File: src/rtl/io_packet_encoder.sv
// ----------------------------------------------------------------------------
// io_packet_encoder
//
// Host-side transmitter for the accelerator load path. One Start produces one
// packet. The block raises a one-cycle INT (with Load_Process=1) so the
// accelerator prepares to receive. It then sends a header beat followed by
// two 32-bit beats per 64-bit staging-RAM word, low half first.
//
// Ports
//   CLK               in   rising-edge clock
//   RST               in   asynchronous reset, active low
//   Start             in   one-cycle packet request, honoured only when idle
//   Src_Base_Address  in   first staging-RAM word of the packet
//   Dest_Base_Address in   accelerator RAM address carried in the header
//   Word_Count        in   number of 64-bit words N (0..32767)
//   Last_Packet       in   header flag marking the final packet of a load
//   Mem_Data_RD       in   staging-RAM read data, one cycle after the address
//   Mem_Address_RD    out  staging-RAM read address
//   CPU_Bus           out  bus beat, zero whenever Bus_Valid is low
//   Bus_Valid         out  beat on CPU_Bus is valid
//   Bus_Ready         in   receiver takes the beat on Valid && Ready at posedge
//   INT               out  one-cycle interrupt pulse at packet start
//   Load_Process      out  load-direction flag, high only together with INT
//   Busy              out  high in every state except idle
//   Done              out  one-cycle pulse after the last beat is accepted
//
// Every output is a flop. Each one is loaded from the decoded next state, so
// its value always lines up with the state the machine has just entered.
// ----------------------------------------------------------------------------
module io_packet_encoder #(
    parameter int ADDRESS_WIDTH = 13,
    parameter int DATA_WIDTH    = 64
) (
    input  logic                     CLK,
    input  logic                     RST,
    input  logic                     Start,
    input  logic [ADDRESS_WIDTH-1:0] Src_Base_Address,
    input  logic [ADDRESS_WIDTH-1:0] Dest_Base_Address,
    input  logic [14:0]              Word_Count,
    input  logic                     Last_Packet,
    input  logic [DATA_WIDTH-1:0]    Mem_Data_RD,
    output logic [ADDRESS_WIDTH-1:0] Mem_Address_RD,
    output logic [31:0]              CPU_Bus,
    output logic                     Bus_Valid,
    input  logic                     Bus_Ready,
    output logic                     INT,
    output logic                     Load_Process,
    output logic                     Busy,
    output logic                     Done
);

    localparam logic [2:0] ST_IDLE   = 3'd0;
    localparam logic [2:0] ST_INT    = 3'd1;
    localparam logic [2:0] ST_HEADER = 3'd2;
    localparam logic [2:0] ST_FETCH  = 3'd3;
    localparam logic [2:0] ST_LOAD   = 3'd4;
    localparam logic [2:0] ST_LOW    = 3'd5;
    localparam logic [2:0] ST_HIGH   = 3'd6;
    localparam logic [2:0] ST_DONE   = 3'd7;

    // Header layout: {last flag, 15-bit word count, destination zero-extended to 16}.
    function automatic logic [31:0] header_beat(
        input logic                     last_flag,
        input logic [14:0]              word_cnt,
        input logic [ADDRESS_WIDTH-1:0] dest_addr
    );
        logic [15:0] dest_ext;
        dest_ext = 16'(dest_addr);
        return {last_flag, word_cnt, dest_ext};
    endfunction

    logic [2:0]               state_r;
    logic [ADDRESS_WIDTH-1:0] src_r;
    logic [ADDRESS_WIDTH-1:0] dest_r;
    logic [14:0]              count_r;
    logic                     last_r;
    logic [14:0]              idx_r;
    logic [DATA_WIDTH-1:0]    word_r;

    logic [2:0]               state_next_s;
    logic [14:0]              idx_next_s;
    logic [DATA_WIDTH-1:0]    word_next_s;
    logic [31:0]              bus_next_s;
    logic [ADDRESS_WIDTH-1:0] addr_next_s;
    logic                     accept_s;
    logic                     beat_next_s;

    // A beat is taken only while this block is actually presenting one.
    assign accept_s = Bus_Valid & Bus_Ready;

    // Next-state and word-index decode.
    always_comb begin
        state_next_s = state_r;
        idx_next_s   = idx_r;
        case (state_r)
            ST_IDLE: begin
                if (Start) begin
                    state_next_s = ST_INT;
                end else begin
                    state_next_s = ST_IDLE;
                end
            end
            ST_INT: begin
                state_next_s = ST_HEADER;
            end
            ST_HEADER: begin
                if (accept_s) begin
                    if (count_r == 15'd0) begin
                        state_next_s = ST_DONE;
                    end else begin
                        state_next_s = ST_FETCH;
                    end
                end else begin
                    state_next_s = ST_HEADER;
                end
            end
            ST_FETCH: begin
                state_next_s = ST_LOAD;
            end
            ST_LOAD: begin
                state_next_s = ST_LOW;
            end
            ST_LOW: begin
                if (accept_s) begin
                    state_next_s = ST_HIGH;
                end else begin
                    state_next_s = ST_LOW;
                end
            end
            ST_HIGH: begin
                if (accept_s) begin
                    // The index counts completed words. Reaching N ends the packet.
                    idx_next_s = idx_r + 15'd1;
                    if (idx_next_s == count_r) begin
                        state_next_s = ST_DONE;
                    end else begin
                        state_next_s = ST_FETCH;
                    end
                end else begin
                    state_next_s = ST_HIGH;
                end
            end
            ST_DONE: begin
                state_next_s = ST_IDLE;
            end
            default: begin
                state_next_s = ST_IDLE;
            end
        endcase
    end

    // Data-path decode: word capture, next bus beat, next read address.
    always_comb begin
        // The RAM answers one cycle after FETCH, so LOAD sees the requested word.
        if (state_r == ST_LOAD) begin
            word_next_s = Mem_Data_RD;
        end else begin
            word_next_s = word_r;
        end

        // Address arithmetic wraps modulo 2^ADDRESS_WIDTH by truncation.
        addr_next_s = src_r + ADDRESS_WIDTH'(idx_next_s);

        case (state_next_s)
            ST_HEADER: begin
                bus_next_s  = header_beat(last_r, count_r, dest_r);
                beat_next_s = 1'b1;
            end
            ST_LOW: begin
                bus_next_s  = word_next_s[31:0];
                beat_next_s = 1'b1;
            end
            ST_HIGH: begin
                bus_next_s  = word_next_s[DATA_WIDTH-1 -: 32];
                beat_next_s = 1'b1;
            end
            default: begin
                bus_next_s  = 32'd0;
                beat_next_s = 1'b0;
            end
        endcase
    end

    // State, latched operands, word index and word register.
    always_ff @(posedge CLK or negedge RST) begin
        if (!RST) begin
            state_r <= ST_IDLE;
            src_r   <= '0;
            dest_r  <= '0;
            count_r <= 15'd0;
            last_r  <= 1'b0;
            idx_r   <= 15'd0;
            word_r  <= '0;
        end else begin
            state_r <= state_next_s;
            word_r  <= word_next_s;
            if ((state_r == ST_IDLE) && Start) begin
                src_r   <= Src_Base_Address;
                dest_r  <= Dest_Base_Address;
                count_r <= Word_Count;
                last_r  <= Last_Packet;
                idx_r   <= 15'd0;
            end else begin
                idx_r   <= idx_next_s;
            end
        end
    end

    // Registered outputs, decoded from the state being entered.
    always_ff @(posedge CLK or negedge RST) begin
        if (!RST) begin
            Mem_Address_RD <= '0;
            CPU_Bus        <= 32'd0;
            Bus_Valid      <= 1'b0;
            INT            <= 1'b0;
            Load_Process   <= 1'b0;
            Busy           <= 1'b0;
            Done           <= 1'b0;
        end else begin
            CPU_Bus      <= bus_next_s;
            Bus_Valid    <= beat_next_s;
            INT          <= (state_next_s == ST_INT);
            Load_Process <= (state_next_s == ST_INT);
            Busy         <= (state_next_s != ST_IDLE);
            Done         <= (state_next_s == ST_DONE);
            // The address is only meaningful in FETCH. It holds at all other times.
            if (state_next_s == ST_FETCH) begin
                Mem_Address_RD <= addr_next_s;
            end else begin
                Mem_Address_RD <= Mem_Address_RD;
            end
        end
    end

endmodule

File: config.mk
export PLATFORM = sky130hd
export DESIGN_NAME = io_packet_encoder
export DESIGN_NICKNAME = d
export VERILOG_FILES = /design/src/rtl/io_packet_encoder.sv
export SDC_FILE = /design/constraint.sdc
export NUM_CORES = 1
export LEC_CHECK = 0
export ABC_AREA = 1
export ABC_CLOCK_PERIOD_IN_PS = 4300
export CAP_MARGIN = 20
export CORE_MARGIN = 1.5
export CORE_UTILIZATION = 40
export CTS_CLUSTER_SIZE = 16
export DETAILED_ROUTE_END_ITERATION = 8
export PLACE_DENSITY = 0.62
export SYNTH_ARGS = -nofsm -noshare
export SYNTH_HDL_FRONTEND = slang
export SYNTH_SLANG_ARGS = --single-unit
File: constraint.sdc
create_clock -name CLK -period 4.3 [get_ports CLK]
set_input_delay 0.86 -clock CLK [delete_from_list [all_inputs] [get_ports CLK]]
set_output_delay 0.86 -clock CLK [all_outputs]
set_load 0.05 [all_outputs]
Word level (Yosys, flattened, before mapping)
Index checks and enable logic that the tools add are counted.
{"block": "totals", "ff_bits": 173, "input_bits": 110, "output_inout_bits": 50, "wordCells": 52}
{"block": "classes", "addsub": 2, "eq_ne": 14, "n_mux": 13, "bitwise_logic": 1, "reduce_logical": 8}
{"cell": "$pmux 32 s3", "count": 1}
{"cell": "$mux 64", "count": 1}
{"cell": "$mux 15", "count": 3}
{"cell": "$pmux 3 s8", "count": 1}
{"cell": "$eq 3x3->1 const B", "count": 7}
{"cell": "$add 15x1->15 const B", "count": 1}
{"cell": "$eq 15x15->1", "count": 1}
{"cell": "$logic_not 15->1", "count": 1}
{"cell": "$add 13x13->13", "count": 1}
{"cell": "$eq 3x2->1 const B", "count": 4}
{"cell": "$mux 3", "count": 4}
{"cell": "$eq 3x1->1 const B", "count": 2}
{"cell": "$reduce_bool 2->1", "count": 2}
{"cell": "$logic_not 3->1", "count": 1}
{"cell": "$reduce_bool 3->1", "count": 1}
{"cell": "$reduce_or 3->1", "count": 1}
{"cell": "$mux 1", "count": 2}
{"cell": "$mux 2", "count": 1}
{"cell": "$reduce_and 2->1", "count": 1}
{"cell": "$and 1x1->1", "count": 1}
{"cell": "$logic_and 1x1->1", "count": 1}

Depth between registers and ports, before layout
{"block": "depth", "depth_word": 8, "mapped_depth": 18, "mapped_depth_nobuf": 17}

Worst setup path before layout
OpenSTA, ideal clock, no wires.
{"block": "synth_path", "path_kind": "input to register", "startpoint": "in Bus_Ready", "endpoint": "reg Mem_Address_RD[10]", "setup_time_ns": 0.076, "arrival_ns": 3.242, "required_ns": 4.224, "setup_slack_ns": 0.981, "stages": 17, "n_path_buf": 2, "cell_sequence": "nand2_1 inv_1 nand2_1 nor2_1 buf_2 clkbuf_1 nand2_1 nand2_1 fa_1 a21oi_1 o21ai_0 inv_1 o21a_1 o21ai_0 a21oi_1 xor2_1 o21ai_1"}
{"block": "synth_between", "elab_chain_len": 4, "word_cells_on_any_way": 9, "classes_between": "add/sub: 1; eq/ne: 1; mux: 6; bitwise: 1"}
{"element": "from (decl)", "line": "45", "text": "input logic Bus_Ready,"}
{"element": "$and 1x1->1 *", "line": "89", "text": "assign accept_s = Bus_Valid & Bus_Ready;"}
{"element": "$mux 15, or another cell as far along", "line": "131", "text": "if (accept_s) begin"}
{"element": "$mux 15 or $pmux 3 s8 (tied branches)", "line": "95", "text": "case (state_r)"}
{"element": "$add 13x13->13 or $eq 3x2->1 (tied branches)", "line": "162, 227"}
{"element": "to (signal assigned)", "line": "228", "text": "Mem_Address_RD <= addr_next_s;"}
{"element": "to (signal assigned)", "line": "230", "text": "Mem_Address_RD <= Mem_Address_RD;"}
{"element": "to (decl)", "line": "42", "text": "output logic [ADDRESS_WIDTH-1:0] Mem_Address_RD,"}
Every way passes the cells marked *; elsewhere a longest branch is shown, timed or not. The select of a mux whose other input is x is not followed.
A chain may end at the register's enable or synchronous reset.

Worst setup path in the final report
Ends and elaborated chain as after synthesis.

==> qor.csv <==
stage;metric;value;unit
timing;RSZ-0062 raised after global routing;false;
cts;clock sink total;173;
setup_path;CP startpoint;Bus_Ready;
setup_path;CP Max Fanout;8;
setup_path;reg2reg start;state_r[1]$_DFF_PN0_;
detailed_routing;iteration count of the initial detailed-routing pass;4;
global_routing;met3 usage;0.04138;
cells_and_area;area of the multi-input gates;3388;um^2
global_routing;Tot GR Track Use;0.2042;
job;Max Cap Violations;0;
pwr;worst vdd ir;0.4136;mV
setup_path;crit start category;primary input;
placed_design;port bufs;159;
detailed_routing;drt total wl;20.96;mm
global_routing;vias in the first global route;6536;
synth;Synth warnings;0;
global_routing;met1 usage;0.2849;
cts;Root Driver;clkbuf_16;
cts;H-Tree Depth;4;
cts;Clock Tree Buf Depth;2;
cells_and_area;P&R area growth vs syn;30.30;%
global_routing;antenna violations before repair;0;
synth;Distinct cells, synth;36;
cells_and_area;most frequent cells in the layout;nand2_1 (251), dfrtp_1 (173), clkdlybuf4s50_1 (158);
synth;Syn Inst Count;877;
cts;Hold Buf Count CTS;0;
cells_and_area;# diodes;0;
hold_path;Hold Startpoint;dest_r[3]$_DFFE_PN0P_;
global_routing;pin count of the biggest net entering global routing;99;
cts;Resized Gates After CTS;0;
die;die area;21200;um^2
synth;commonest register cell after synthesis;dfrtp_1;
die;Starting Density;0.4126;
setup_path;crit path DAT;3.96;ns
detailed_routing;drc violations;0;
die;number of core rows;51;
detailed_routing;DRT antenna net count;0;
pwr;Static Leak;4.871;nW
die;die span in y;145.6;um
timing;worst hold margin;0.4868;ns
cells_and_area;FF/Latch Area;4329;um^2
pwr;PD cells;753.9;nW/um^2
detailed_routing;Vias/cell;4.953;
setup_path;slowest library cell on the worst path;clkdlybuf4s50_1;
cells_and_area;Finished Core Util;0.5376;
timing;fmax;0.2765;GHz
synth;post-synthesis sequential area ratio;0.5321;
setup_path;CP top delay family;compound AO/OA/AOI/OAI gates;
timing;Slew Limit Fails;0;
detailed_routing;via count;6473;
cts;Worst-path clk slew;0.07;ns
placed_design;Place WS;0.2079;ns
die;core area;19720;um^2
placed_design;GP Congestion;0.8844;
global_routing;global-route wire length before repair;34.36;mm
synth;FF+latch count, synth;173;
timing;relative slew slack;0.3420;
hold_path;HP Class;flip-flop to flip-flop;
cts;Clock Latency Late Sink;0.43;ns
cells_and_area;layout cell share with drive strength beyond 1;0.1276;
synth;Post-Syn Area;8135;um^2
die;I/O pin cnt;160;
placed_design;placed instance count;1275;
die;Die X;145.6;um
cells_and_area;Nets;1153;
cts;CTS tree;yes;
timing;setup total negative slack;0;ns
timing;Fin. Hold Viols;0;
setup_path;CP peak stage delay;0.47;ns
setup_path;critical path type;primary input to flip-flop;
placed_design;HPWL after DPL;14.49;mm
setup_path;CP Cell Sequence;clkdlybuf4s50_1, nand2_1, inv_1, nand2_1, nor2_1, buf_4, xor2_1, ha_1, fa_1, a21oi_1, o21ai_0, inv_1, o21a_1, o21ai_0, a21oi_1, xor2_1, o21ai_1;
synth;Avg Cell Area, Syn;9.276;um^2
global_routing;busiest grt layer;met2;
hold_path;Hold Path End;dest_r[3]$_DFFE_PN0P_;
timing;minimum clock period after layout;3.616;ns
synth;Post-synth ARST share;1.000;
timing;final worst slack;0.6839;ns
cells_and_area;most common cell after layout, fill and taps aside;nand2_1;
timing;worst slew pin tran;0.9835;ns
setup_path;R2R depth;16;
cells_and_area;# fillers;1819;
setup_path;WP buf/inv;4;
timing;# setup viols final;0;
cts;Post-CTS Setup Repair Bufs;0;
timing;final critical-path share of the clock period;0.8410;
synth;Post-synth EDFFs;0;
detailed_routing;Routed WL per cell;16.04;um
outcome;status;finished clean;
timing;Final Skew;0.01335;ns
setup_path;Worst setup EP type;flip-flop;
detailed_routing;Initial DRC Count;380;
setup_path;Critical Path RT;4.64;ns
global_routing;GRT overflow;0;
global_routing;met2 Resource Use GR;0.3207;
hold_path;Worst Hold Path Cells;2;
cts;CTS buffer count;17;
cells_and_area;final std cells w/o fill;1307;
setup_path;Worst R2R End;Mem_Address_RD[10]$_DFFE_PN0N_;
setup_path;R2R Setup Slk;1.09;ns
synth;Synth Net Count;1001;
[power breakdown]
group | switching, W | total, W | internal (W) | leakage [nW]
Combinational | 0.00227 | 0.00366 | 0.00138 | 2.42
Sequential | 0.000376 | 0.00273 | 0.00236 | 2.15
Clock | 0.000714 | 0.00160 | 0.000889 | 0.301
Total | 0.00336 | 0.00799 | 0.00463 | 4.87
[area by class of cell]
type,count,area share
inverter,62,0.02195
multi-input combinational,602,0.3196
sequential,173,0.4084
timing repair buffer,173,0.1602
clock inverter,15,0.01841
tap,265,0.03128
clock buffer,17,0.04013
[cell usage after synthesis, types with 2 or more instances]
| cell | n | area (um^2) |
|---|---|---|
| nand2_1 | 252 | 945.9 |
| dfrtp_1 | 173 | 4329 |
| nand3_1 | 106 | 530.5 |
| mux2_2 | 64 | 720.7 |
| inv_1 | 60 | 225.2 |
| nand4_1 | 37 | 231.5 |
| nor2_1 | 27 | 101.4 |
| o21ai_0 | 27 | 135.1 |
| clkbuf_1 | 24 | 90.09 |
| a21oi_1 | 18 | 90.09 |
| ha_1 | 13 | 162.7 |
| o21ai_1 | 8 | 40.04 |
| xor2_1 | 7 | 61.31 |
| o21ai_2 | 6 | 52.55 |
| xnor2_1 | 6 | 52.55 |
| buf_1 | 5 | 18.77 |
| buf_6 | 5 | 56.30 |
| nor4_1 | 5 | 31.28 |
| buf_2 | 4 | 20.02 |
| nor3_1 | 4 | 20.02 |
| nand3b_1 | 3 | 22.52 |
| nor2_2 | 3 | 18.77 |
| nor2_4 | 3 | 33.78 |
| a211oi_1 | 2 | 15.01 |
| buf_4 | 2 | 15.01 |
| nand2_2 | 2 | 12.51 |
| nand2_4 | 2 | 22.52 |
[through the flow]
step | instance area (um^2) | total power [W]
floorplan | 8135 | 0.005334
global placement | 9980 | 0.006365
detailed placement | 9980 | 0.006419
CTS | 10600 | 0.008058
global route | 10600 | 0.008542
finish | 10600 | 0.007991
[worst max path at each step]
stage | end | slack [ns] | cells after the start
global route | Mem_Address_RD[10]$_DFFE_PN0N_ | 0.42 | 17
finish | Mem_Address_RD[10]$_DFFE_PN0N_ | 0.68 | 17
global placement | Mem_Address_RD[10]$_DFFE_PN0N_ | 0.31 | 17
CTS | Mem_Address_RD[10]$_DFFE_PN0N_ | 0.64 | 17
floorplan | Mem_Address_RD[10]$_DFFE_PN0N_ | 0.98 | 17
detailed placement | Mem_Address_RD[10]$_DFFE_PN0N_ | 0.21 | 17
[cells by family after synthesis]
kind of cell    after synthesis  share of synthesized area
mux                          64                    0.08859
compound gates               65                    0.04445
buf+inv                     102                    0.05321
fa+ha+maj                    14                    0.02246
simple gates                446                     0.2452
xor+xnor                     13                    0.01400
flops                       173                     0.5321
[layer usage]
metal	share of wire	vias to the layer above
met3	0.042	25
met1	0.48	3082
met5	0	-
met2	0.46	142
li1	-	3224
met4	0.021	0
[worst register-to-register path: stages (launching register included)]
cell,delay (ns)
dfrtp_1,0.48
inv_1,0.13
nor2_1,0.14
nand2_1,0.12
nor2_1,0.11
buf_4,0.17
xor2_1,0.22
ha_1,0.23
fa_1,0.21
a21oi_1,0.07
o21ai_0,0.26
inv_1,0.10
o21a_1,0.20
o21ai_0,0.28
a21oi_1,0.13
xor2_1,0.16
o21ai_1,0.13
[flip-flops by register name (all words and copies together) (netlist names)]
name / count
word_r: 64
count_r: 15
Done: 1
Load_Process: 1
Bus_Valid: 1
Busy: 1
dest_r: 13
idx_r: 15
src_r: 13
last_r: 1
Mem_Address_RD: 13
CPU_Bus: 32
state_r: 3
Note: power is estimated with default switching activity, not from simulation.
